==> src/rtl/spi_slave_regs_if.sv <==
// SPI pin bundle between the fabric SPI master and the register slave.
interface spi_slave_regs_if;
    logic sclk;
    logic cs;
    logic mosi;
    logic miso;

    modport master (
        output sclk,
        output cs,
        output mosi,
        input  miso
    );

    modport slave (
        input  sclk,
        input  cs,
        input  mosi,
        output miso
    );
endinterface

==> src/rtl/spi_slave_regs.sv <==
// SPI mode 0 slave: oversamples the SPI pins with sysclk, decodes 16-bit
// {cmd, addr, payload} frames into register writes/reads, and exposes
// register 0 as the LED brightness value.
module spi_slave_regs #(
    parameter int                  CMD_BITS         = 4,
    parameter int                  ADDR_BITS        = 4,
    parameter int                  PAYLOAD_BITS     = 8,
    parameter int                  NUM_REGS         = 4,
    parameter int                  BRIGHTNESS_WIDTH = 7,
    parameter logic [CMD_BITS-1:0] CMD_WRITE        = 4'hA,
    parameter logic [CMD_BITS-1:0] CMD_READ         = 4'h5
) (
    input  logic                        sysclk,
    input  logic                        rst_n,
    spi_slave_regs_if.slave             spi,
    output logic [BRIGHTNESS_WIDTH-1:0] o_brightness,
    output logic                        o_wr_strobe,
    output logic [ADDR_BITS-1:0]        o_wr_addr,
    output logic [PAYLOAD_BITS-1:0]     o_wr_data,
    output logic                        o_frame_err
);

    localparam int               IDX_W      = (NUM_REGS > 1) ? $clog2(NUM_REGS) : 1;
    localparam logic [ADDR_BITS:0] NUM_REGS_L = NUM_REGS[ADDR_BITS:0];

    typedef enum logic [2:0] {
        S_IDLE,
        S_CMD,
        S_ADDR,
        S_DATA,
        S_DONE
    } state_t;

    state_t state;
    state_t state_nxt;

    // Synchronizer stages: _p1 is the synced level, sclk_p2 the previous one.
    logic sclk_p0, sclk_p1, sclk_p2;
    logic cs_p0, cs_p1;
    logic mosi_p0, mosi_p1;

    logic sclk_rise;
    logic sclk_fall;
    logic in_frame;

    logic [4:0]              bit_cnt;
    logic [CMD_BITS-1:0]     opcode;
    logic [ADDR_BITS-1:0]    addr_q;
    logic [PAYLOAD_BITS-1:0] rx_shift;
    logic [PAYLOAD_BITS-1:0] rx_next;
    logic [PAYLOAD_BITS-1:0] tx_shift;
    logic [CMD_BITS-1:0]     op_next;
    logic [ADDR_BITS-1:0]    addr_next;
    logic                    miso_q;

    logic [PAYLOAD_BITS-1:0] regs [NUM_REGS];

    logic go_cmd;
    logic op_done;
    logic addr_done;
    logic data_done;
    logic abort;

    logic addr_ok;
    logic addr_next_ok;
    logic rd_hit;

    assign sclk_rise = sclk_p1 & ~sclk_p2;
    assign sclk_fall = ~sclk_p1 & sclk_p2;
    assign in_frame  = (state == S_CMD) || (state == S_ADDR) || (state == S_DATA);

    // Value the shift register holds once the bit on the current rising edge lands.
    assign rx_next   = {rx_shift[PAYLOAD_BITS-2:0], mosi_p1};
    assign op_next   = rx_next[CMD_BITS-1:0];
    assign addr_next = rx_next[ADDR_BITS-1:0];

    assign addr_ok      = ({1'b0, addr_q} < NUM_REGS_L);
    assign addr_next_ok = ({1'b0, addr_next} < NUM_REGS_L);
    assign rd_hit       = (opcode == CMD_READ) && addr_next_ok;

    assign spi.miso     = miso_q;
    assign o_brightness = regs[0][BRIGHTNESS_WIDTH-1:0];

    // Bring the asynchronous SPI pins into the sysclk domain.
    always_ff @(posedge sysclk or negedge rst_n) begin
        if (!rst_n) begin
            sclk_p0 <= 1'b0;
            sclk_p1 <= 1'b0;
            sclk_p2 <= 1'b0;
            cs_p0   <= 1'b1;
            cs_p1   <= 1'b1;
            mosi_p0 <= 1'b0;
            mosi_p1 <= 1'b0;
        end else begin
            sclk_p0 <= spi.sclk;
            sclk_p1 <= sclk_p0;
            sclk_p2 <= sclk_p1;
            cs_p0   <= spi.cs;
            cs_p1   <= cs_p0;
            mosi_p0 <= spi.mosi;
            mosi_p1 <= mosi_p0;
        end
    end

    // Frame state register.
    always_ff @(posedge sysclk or negedge rst_n) begin
        if (!rst_n) begin
            state <= S_IDLE;
        end else begin
            state <= state_nxt;
        end
    end

    // Next-state decode; a high cs always wins over a same-cycle last edge.
    always_comb begin
        state_nxt = state;
        go_cmd    = 1'b0;
        op_done   = 1'b0;
        addr_done = 1'b0;
        data_done = 1'b0;
        abort     = 1'b0;
        case (state)
            S_IDLE: begin
                if (!cs_p1) begin
                    state_nxt = S_CMD;
                    go_cmd    = 1'b1;
                end
            end
            S_CMD: begin
                if (cs_p1) begin
                    state_nxt = S_IDLE;
                    abort     = 1'b1;
                end else if (sclk_rise && (bit_cnt == 5'(CMD_BITS - 1))) begin
                    state_nxt = S_ADDR;
                    op_done   = 1'b1;
                end
            end
            S_ADDR: begin
                if (cs_p1) begin
                    state_nxt = S_IDLE;
                    abort     = 1'b1;
                end else if (sclk_rise && (bit_cnt == 5'(ADDR_BITS - 1))) begin
                    state_nxt = S_DATA;
                    addr_done = 1'b1;
                end
            end
            S_DATA: begin
                if (cs_p1) begin
                    state_nxt = S_IDLE;
                    abort     = 1'b1;
                end else if (sclk_rise && (bit_cnt == 5'(PAYLOAD_BITS - 1))) begin
                    state_nxt = S_DONE;
                    data_done = 1'b1;
                end
            end
            S_DONE: begin
                if (cs_p1) begin
                    state_nxt = S_IDLE;
                end
            end
            default: begin
                state_nxt = S_IDLE;
            end
        endcase
    end

    // Bit counter restarts on every state entry and counts rising edges within a field.
    always_ff @(posedge sysclk or negedge rst_n) begin
        if (!rst_n) begin
            bit_cnt <= '0;
        end else if (state_nxt != state) begin
            bit_cnt <= '0;
        end else if (sclk_rise && in_frame) begin
            bit_cnt <= bit_cnt + 5'd1;
        end
    end

    // Latch the decoded opcode and address at the end of their fields.
    always_ff @(posedge sysclk or negedge rst_n) begin
        if (!rst_n) begin
            opcode <= '0;
            addr_q <= '0;
        end else begin
            if (op_done) begin
                opcode <= op_next;
            end
            if (addr_done) begin
                addr_q <= addr_next;
            end
        end
    end

    // Receive shifter: cleared at frame start, shifts mosi on each rising edge.
    always_ff @(posedge sysclk) begin
        if (go_cmd) begin
            rx_shift <= '0;
        end else if (sclk_rise && in_frame) begin
            rx_shift <= rx_next;
        end
    end

    // Transmit shifter: loaded when the address completes, advanced on falling edges.
    always_ff @(posedge sysclk) begin
        if (addr_done) begin
            tx_shift <= rd_hit ? regs[addr_next[IDX_W-1:0]] : '0;
        end else if (sclk_fall && (state == S_DATA)) begin
            tx_shift <= {tx_shift[PAYLOAD_BITS-2:0], 1'b0};
        end
    end

    // miso carries the tx MSB only during the payload field, otherwise 0.
    always_ff @(posedge sysclk or negedge rst_n) begin
        if (!rst_n) begin
            miso_q <= 1'b0;
        end else if (state != S_DATA) begin
            miso_q <= 1'b0;
        end else if (sclk_fall) begin
            miso_q <= tx_shift[PAYLOAD_BITS-1];
        end
    end

    // Register file write commit with the strobe and held write report.
    always_ff @(posedge sysclk or negedge rst_n) begin
        if (!rst_n) begin
            for (int i = 0; i < NUM_REGS; i++) begin
                regs[i] <= '0;
            end
            o_wr_strobe <= 1'b0;
            o_wr_addr   <= '0;
            o_wr_data   <= '0;
        end else begin
            o_wr_strobe <= 1'b0;
            if (data_done && (opcode == CMD_WRITE) && addr_ok) begin
                regs[addr_q[IDX_W-1:0]] <= rx_next;
                o_wr_strobe             <= 1'b1;
                o_wr_addr               <= addr_q;
                o_wr_data               <= rx_next;
            end
        end
    end

    // One-cycle error pulse when a frame is cut short by cs.
    always_ff @(posedge sysclk or negedge rst_n) begin
        if (!rst_n) begin
            o_frame_err <= 1'b0;
        end else begin
            o_frame_err <= abort;
        end
    end

endmodule

==> src/flat_wrapper.sv <==
// flat-port wrapper written by rule: the top's interface ports become plain ports
module spi_slave_regs_flat 
#(
    parameter int                  CMD_BITS         = 4,
    parameter int                  ADDR_BITS        = 4,
    parameter int                  PAYLOAD_BITS     = 8,
    parameter int                  NUM_REGS         = 4,
    parameter int                  BRIGHTNESS_WIDTH = 7,
    parameter logic [CMD_BITS-1:0] CMD_WRITE        = 4'hA,
    parameter logic [CMD_BITS-1:0] CMD_READ         = 4'h5
)
  (sysclk, rst_n, o_brightness, o_wr_strobe, o_wr_addr, o_wr_data, o_frame_err, spi_sclk, spi_cs, spi_mosi, spi_miso);
  spi_slave_regs_if spi_i ();
  input  logic sysclk;
  input  logic rst_n;
  output logic [BRIGHTNESS_WIDTH-1:0] o_brightness;
  output logic o_wr_strobe;
  output logic [ADDR_BITS-1:0] o_wr_addr;
  output logic [PAYLOAD_BITS-1:0] o_wr_data;
  output logic o_frame_err;
  input wire logic [$bits(spi_i.sclk)-1:0] spi_sclk;
  input wire logic [$bits(spi_i.cs)-1:0] spi_cs;
  input wire logic [$bits(spi_i.mosi)-1:0] spi_mosi;
  output wire logic [$bits(spi_i.miso)-1:0] spi_miso;
  assign spi_i.sclk = spi_sclk;
  assign spi_i.cs = spi_cs;
  assign spi_i.mosi = spi_mosi;
  assign spi_miso = spi_i.miso;
  spi_slave_regs #(.CMD_BITS(CMD_BITS), .ADDR_BITS(ADDR_BITS), .PAYLOAD_BITS(PAYLOAD_BITS), .NUM_REGS(NUM_REGS), .BRIGHTNESS_WIDTH(BRIGHTNESS_WIDTH), .CMD_WRITE(CMD_WRITE), .CMD_READ(CMD_READ)) u_core (.sysclk(sysclk), .rst_n(rst_n), .spi(spi_i), .o_brightness(o_brightness), .o_wr_strobe(o_wr_strobe), .o_wr_addr(o_wr_addr), .o_wr_data(o_wr_data), .o_frame_err(o_frame_err));
endmodule
==> config.mk <==
export PLATFORM = sky130hd
export DESIGN_NAME = spi_slave_regs_flat
export DESIGN_NICKNAME = d
export VERILOG_FILES = /design/src/rtl/spi_slave_regs_if.sv /design/src/rtl/spi_slave_regs.sv /design/src/flat_wrapper.sv
export SDC_FILE = /design/constraint.sdc
export NUM_CORES = 1
export LEC_CHECK = 0
export ABC_CLOCK_PERIOD_IN_PS = 2900
export BUFFER_PORTS_ARGS = -buffer_cell sky130_fd_sc_hd__buf_2
export CORE_ASPECT_RATIO = 1.4
export CORE_MARGIN = 2
export CORE_UTILIZATION = 55
export DETAILED_ROUTE_END_ITERATION = 12
export PLACE_DENSITY = 0.74
export REMOVE_ABC_BUFFERS = 1
export SYNTH_ARGS = -nofsm -noshare
export SYNTH_HDL_FRONTEND = slang
export SYNTH_SLANG_ARGS = --single-unit
==> constraint.sdc <==
create_clock -name sysclk -period 2.9 [get_ports sysclk]
set_clock_uncertainty 0.05 [all_clocks]
set_input_delay 0.29 -clock sysclk [delete_from_list [all_inputs] [get_ports sysclk]]
set_output_delay 0.29 -clock sysclk [all_outputs]
set_load 0.005 [all_outputs]
==> results by group, run 1 <==
Logic synthesis
  – Syn Area/Cell: 14.2 um^2
  – Post-synth top area share: 0.451
  – YS warnings: 0
  – Sequential share of the synthesized area: 0.566
  – Mapped Cells: 266
  – Synth Register Bits: 85
  – Top_reg_cell synth: dfrtp_1
  – Asr flop ratio synth: 0.824
  – Synth top area cells: dfrtp_1 (45%), mux2_2 (14%), edfxtp_1 (6.4%), mux4_2 (4.8%), dfxtp_1 (3.7%)
  – Area leader, netlist: dfrtp_1
  – Post-synth EDFFs: 8
  – Number of distinct library cells after synthesis: 48
  – Area of the mapped netlist: 3770 um^2

Critical path
  – Max stage delay on crit path: 480 ps
  – Critical path's top delay family: simple AND/OR/NAND/NOR gates
  – CP endpoint kind: flip-flop
  – Kind of critical path: flip-flop to flip-flop
  – CP cell instances: nor4b_4 -> and4_1 -> buf_4 -> and3_1 -> mux2_2
  – Critical path arrival: 2510 ps
  – Slowest cell on the critical path: nor4b_4
  – CP required: 3080 ps
  – Bufs and invs on worst path: 1
  – CP Max Fanout: 8
  – Crit path launch type: flip-flop

STA
  – RSZ-0062 raised after global routing: false
  – Hold Vio Cnt, Final: 0
  – Max-slew headroom: 0.477
  – Fin crit share: 0.803
  – Final setup viols: 0
  – Slew at the pin closest to its max-slew limit: 784 ps
  – Setup TNS: 0 ps
  – Fmax: 0.430 GHz
  – Slew Viols, Final: 0
  – Post-route minimum period: 2330 ps

Pwr
  – Max VDD drop: 0.550 mV
  – Final total power: 2090 uW
  – Cell Pwr Density: 505 nW/um^2
  – Static Leak: 0.00207 uW

Floorplan
  – Core area: 6610 um^2
  – Die Wd: 74.0 um
  – # rows: 35
  – Die ar.: 7550 um^2
  – IO Pins: 27
  – Die height: 102 um
  – Initial Utilization: 0.571

Clock network
  – CTS Sinks: 85
  – Clock transition at path regs: 80 ps
  – CTS root buffer: clkbuf_8
  – Cts repair resizes: 0
  – TritonCTS Buffers: 9
  – CTS tree: built
  – Clock buffer depth: 2
  – Htree depth: 3
  – Skew-Pair Late Insertion Delay: 350 ps

Layout
  – # nets final: 294
  – Fillers: 530
  – Final instance area: 4140 um^2
  – Leading cell types in the layout, fill and taps excluded: dfrtp_1 (68), mux2_2 (48), buf_2 (26)
  – Layout area overhead: 9.78%
  – Final cell count without fillers: 385
  – Commonest non-fill, non-tap cell in the layout: dfrtp_1
  – Share of cells above drive strength 1: 0.382
  – Diode count: 0
  – Finished Core Util: 0.626

Placement
  – Final HPWL DP: 4.50 mm
  – Placed cell count: 365
  – I/O Buffers: 26
  – Gpl congestion: 0.809
  – Placed cell area: 3920 um^2

Route
  – First drt pass iteration count: 4
  – Via Count: 2130
  – WL/cell: 17.2 um
  – DRT Wirelength: 6.64 mm
  – Post-DR vias/cell: 5.53
  – Initial DRC count: 134
  – # DRC: 0
  – Number of routed nets with antenna violations: 0

Global routing
  – Vias in the first global route: 2124
  – First-pass GRT wire length: 11.1 mm
  – Initial antenna violation count: 0
  – Largest net degree at the start of global routing: 39
  – Gr ovfl total: 0
  – All-Layer GR Usage: 0.200

Worst hold path
  – Min-delay worst type: flip-flop to flip-flop

Run status
  – Status: finished, final reports clean

Run
  – Maxcap violations: 0
[repair_timing]
item,4_1_cts,5_1_grt
setup buffers,0,0
hold buffers,4,0
endpoints found under the setup margin,0,0
hold endpoints to repair,33,0
[logic make-up (layout without fill, tap and decap cells)]
group / Yosys count / in the layout / synth area share
xor+xnor: 5 / 5 / 0.0116
simple gates: 55 / 55 / 0.113
buf+inv: 33 / 60 / 0.0484
compound gates: 19 / 19 / 0.0348
mux: 68 / 68 / 0.223
fa+ha+maj: 1 / 1 / 0.00332
flops: 85 / 85 / 0.566
[worst paths after layout]
path,start,endpoint,slack (ps),cells past startpoint
worst max-delay path,u_core.sclk_p2,u_core.o_brightness[5],570,5
worst min register to register,u_core.sclk_p0,u_core.sclk_p1,300,0
worst max register to register,u_core.sclk_p2,u_core.o_brightness[5],570,5
min in group asynchronous,rst_n,u_core.bit_cnt[2],480,2
worst min-delay path,u_core.sclk_p0,u_core.sclk_p1,300,0
max in group asynchronous,rst_n,u_core.regs[31],1660,3
[worst reg2reg max path, delay by kind of cell, from the launching register on]
family	cells	cell delay [ps]
simple gates	3	1170
flops	1	420
mux	1	390
buf+inv	1	180
[sequential cells by signal (all words and copies together) (netlist names), 3 cells and up]
signal               flops
u_core.addr_q            4
u_core.bit_cnt           5
u_core.o_brightness      7
u_core.o_wr_addr         4
u_core.o_wr_data         8
u_core.opcode            4
u_core.regs             25
u_core.rx_shift          7
u_core.state             3
u_core.tx_shift          8
[stage by stage]
step | worst slack [ps] | hold slack, ps
finish | 573 | 305
global route | 464 | 311
CTS | 562 | 308
detailed placement | 598 | 289
global placement | 663 | 286
floorplan | 709 | -55.6
[synthesized netlist by cell type, drive strengths merged (4+ instances only)]
| library cell | n |
|---|---|
| clkbuf | 8 |
| dfrtp | 68 |
| edfxtp | 8 |
| o2bb2ai | 7 |
| xnor2 | 4 |
| mux4 | 8 |
| mux2 | 50 |
| mux2i | 10 |
| nor2 | 14 |
| nand3 | 5 |
| a21oi | 7 |
| inv | 10 |
| nor3 | 4 |
| dfxtp | 7 |
| buf | 15 |
[layer usage]
| metal | vias up | global-route usage | part of all wire |
|---|---|---|---|
| met5 | - | 0 | 0 |
| met1 | 1094 | 0.275 | 0.45 |
| li1 | 994 | - | - |
| met2 | 35 | 0.304 | 0.51 |
| met3 | 7 | 0.0473 | 0.027 |
| met4 | 0 | 0.0909 | 0.016 |
[where the power goes]
part | internal (uW) | switching (uW) | leakage [uW]
Clock | 399 | 397 | 0.0000906
Combinational | 27.1 | 37.0 | 0.000881
Sequential | 1210 | 22.8 | 0.00110
Total | 1630 | 457 | 0.00207
[layout make-up]
cell class	instances	area, um^2	area share
Inverter	10	37.5	0.00906
Clock inverter	4	51.3	0.0124
Clock buffer	12	135	0.0326
Timing Repair Buffer	34	213	0.0513
Tap cell	92	115	0.0278
Sequential cell	85	2130	0.515
Multi-Input combinational cell	148	1460	0.352
Note: power is estimated with default switching activity, not from simulation.
==> run 2: changes to the inputs <==
--- a/config.mk
+++ b/config.mk
@@ -5,7 +5,7 @@
 export SDC_FILE = /design/constraint.sdc
 export NUM_CORES = 1
 export LEC_CHECK = 0
-export ABC_CLOCK_PERIOD_IN_PS = 2900
+export ABC_CLOCK_PERIOD_IN_PS = 2300
 export BUFFER_PORTS_ARGS = -buffer_cell sky130_fd_sc_hd__buf_2
 export CORE_ASPECT_RATIO = 1.4
 export CORE_MARGIN = 2
==> constraint.sdc (replaced) <==
create_clock -name sysclk -period 2.3 [get_ports sysclk]
set_clock_uncertainty 0.05 [all_clocks]
set_input_delay 0.23 -clock sysclk [delete_from_list [all_inputs] [get_ports sysclk]]
set_output_delay 0.23 -clock sysclk [all_outputs]
set_load 0.005 [all_outputs]
==> run 2 against run 1 <==
Compared with the run above:
- via count decreased by 0.38%
- sequential power increased by 25%
- clock power is 39% higher
- count of clock-buffer cells in the layout is the same
- critical path depth down 1
- first-iteration DRC count shrank 34%
- fmax is 8.3% higher
- sequential share of layout area is 0.90 points lower
- critical endpoint is now u_core.regs[31]
- largest power group unchanged
- highest routed layer unchanged
==> results by group, run 2 (same netlist as run 1, synthesis figures left out) <==
Run status
  – Status: finished, final reports clean

Critical path
  – CP endpoint kind: flip-flop
  – Max stage delay on crit path: 580 ps
  – Crit path launch type: flip-flop
  – R2R cell count: 4
  – Kind of critical path: flip-flop to flip-flop
  – CP required: 2480 ps
  – Slowest cell on the critical path: or4_4
  – Worst Setup SP: u_core.cs_p1
  – CP Max Fanout: 8
  – Worst Setup EP: u_core.regs[31]
  – Worst r2r dst: u_core.regs[31]
  – Setup slack, reg-to-reg: 150 ps
  – Start of the worst register-to-register path: u_core.cs_p1
  – CP cell instances: or4_4 -> nor2_8 -> and3_1 -> mux2_2
  – Critical path arrival: 2330 ps

Pwr
  – Clk pwr share: 0.405
  – Final total power: 2750 uW
  – Comb pwr share: 0.034
  – Seq pwr share: 0.561
  – Static Leak: 0.00212 uW
  – Sw frac: 0.210
  – Max VDD drop: 0.499 mV
  – Cell Pwr Density: 653 nW/um^2
  – Int Power: 2170 uW
  – Psw: 578 uW

Global routing
  – Gr ovfl total: 0
  – Initial antenna violation count: 0
  – First-pass GRT wire length: 10.9 mm
  – Largest net degree at the start of global routing: 71
  – Vias in the first global route: 2158
  – All-Layer GR Usage: 0.198

STA
  – Final setup viols: 0
  – Max-slew headroom: 0.535
  – Fin crit share: 0.934
  – Final worst-path setup slack: 152 ps
  – Fmax: 0.465 GHz
  – Post-route minimum period: 2150 ps
  – Slew Viols, Final: 0
  – RSZ-0062 raised after global routing: false
  – Setup TNS: 0 ps
  – Hold Vio Cnt, Final: 0
  – Slew at the pin closest to its max-slew limit: 697 ps

Route
  – Initial DRC count: 89
  – First drt pass iteration count: 4
  – Number of routed nets with antenna violations: 0
  – DRT Wirelength: 6.58 mm
  – Via Count: 2122
  – Post-DR vias/cell: 5.41
  – # DRC: 0
  – WL/cell: 16.8 um

Layout
  – Commonest non-fill, non-tap cell in the layout: dfrtp_1
  – Biggest register: u_core.regs
  – Top Registers: u_core.regs: 25 flops, u_core.o_wr_data: 8 flops, u_core.tx_shift: 8 flops
  – Diode count: 0
  – Leading cell types in the layout, fill and taps excluded: dfrtp_1 (68), mux2_2 (48), buf_2 (26)
  – Share of cells above drive strength 1: 0.397
  – Max reg flops: 25
  – Layout area overhead: 11.7%
  – # nets final: 301
  – Final instance area: 4220 um^2

Floorplan
  – Die height: 102 um
  – Initial Utilization: 0.571
  – IO Pins: 27
  – Die ar.: 7550 um^2
  – Die Wd: 74.0 um
  – # rows: 35
  – Core area: 6610 um^2

Clock network
  – Cts repair resizes: 0
  – CTS Sinks: 85
  – TritonCTS Buffers: 9
  – Skew-Pair Late Insertion Delay: 350 ps
  – Htree depth: 3
  – Clock buffer depth: 2
  – Clock transition at path regs: 80 ps
  – CTS root buffer: clkbuf_8
  – CTS tree: built

Worst hold path
  – Min-delay worst type: flip-flop to flip-flop

Placement
  – Final HPWL DP: 4.56 mm
  – Placed cell area: 3970 um^2
  – Pre-CTS setup slack: 159 ps
  – I/O Buffers: 26
  – Gpl congestion: 0.804

Run
  – Maxcap violations: 0
-- run 2: cell types whose count changed in the layout (fill, tap and decap cells not counted) --
cell	previous run	this run
clkinv_4	1	0
bufinv_16	1	2
buf_4	3	10
-- run 2: worst min-delay path by stage --
stage                         startpoint  cells past startpoint                to
after floorplan                    rst_n                      0  u_core.addr_q[0]
after global placement             rst_n                      2    u_core.sclk_p1
after detailed placement           rst_n                      2    u_core.sclk_p1
after CTS                 u_core.sclk_p0                      0    u_core.sclk_p1
after global routing      u_core.mosi_p0                      0    u_core.mosi_p1
final                     u_core.sclk_p0                      0    u_core.sclk_p1
-- run 2: area by class of cell --
class	instances	area, um^2
inverters	10	37.5
fillers	496	2400
clock inverters	4	72.6
well taps	92	115
repair buffers	41	265
clock buffers	12	135
multi-input cells	148	1460
flip-flops and latches	85	2130
-- run 2: layer usage --
metal | global-route usage | share of wire | wire [um] | vias to the layer above
li1 | - | - | - | 1003
met1 | 0.258 | 0.44 | 2890 | 1084
met2 | 0.313 | 0.51 | 3340 | 24
met3 | 0.0493 | 0.028 | 183 | 11
met4 | 0.0909 | 0.025 | 162 | 0
met5 | 0 | 0 | 0 | -
-- run 2: metrics by stage --
stage | instances | hold slack (ps) | util
final | 392 | 303 | 0.638
after floorplan | 243 | -116 | -
after CTS | 392 | 304 | 0.638
after detailed placement | 372 | 233 | 0.600
after global routing | 392 | 313 | 0.638
after global placement | 372 | 226 | 0.600
-- run 2: what timing repair did --
item | 4_1_cts | 5_1_grt
buffers inserted | 0 | 0
endpoints found under the hold margin | 71 | 0
hold buffers | 4 | 0
-- run 2: critical path: cells and delay by family, from the launching register on --
kind	cells	cell delay [ps]
simple gates	3	1180
flops	1	410
mux	1	380
-- run 2: power by group through the flow --
stage,logic [uW],clock network (uW),registers (uW)
floorplan,37.0,0,1570
global placement,89.5,0,1570
detailed placement,90.8,0,1580
CTS,96.2,1140,1540
global route,105,1200,1550
finish,93.6,1110,1540
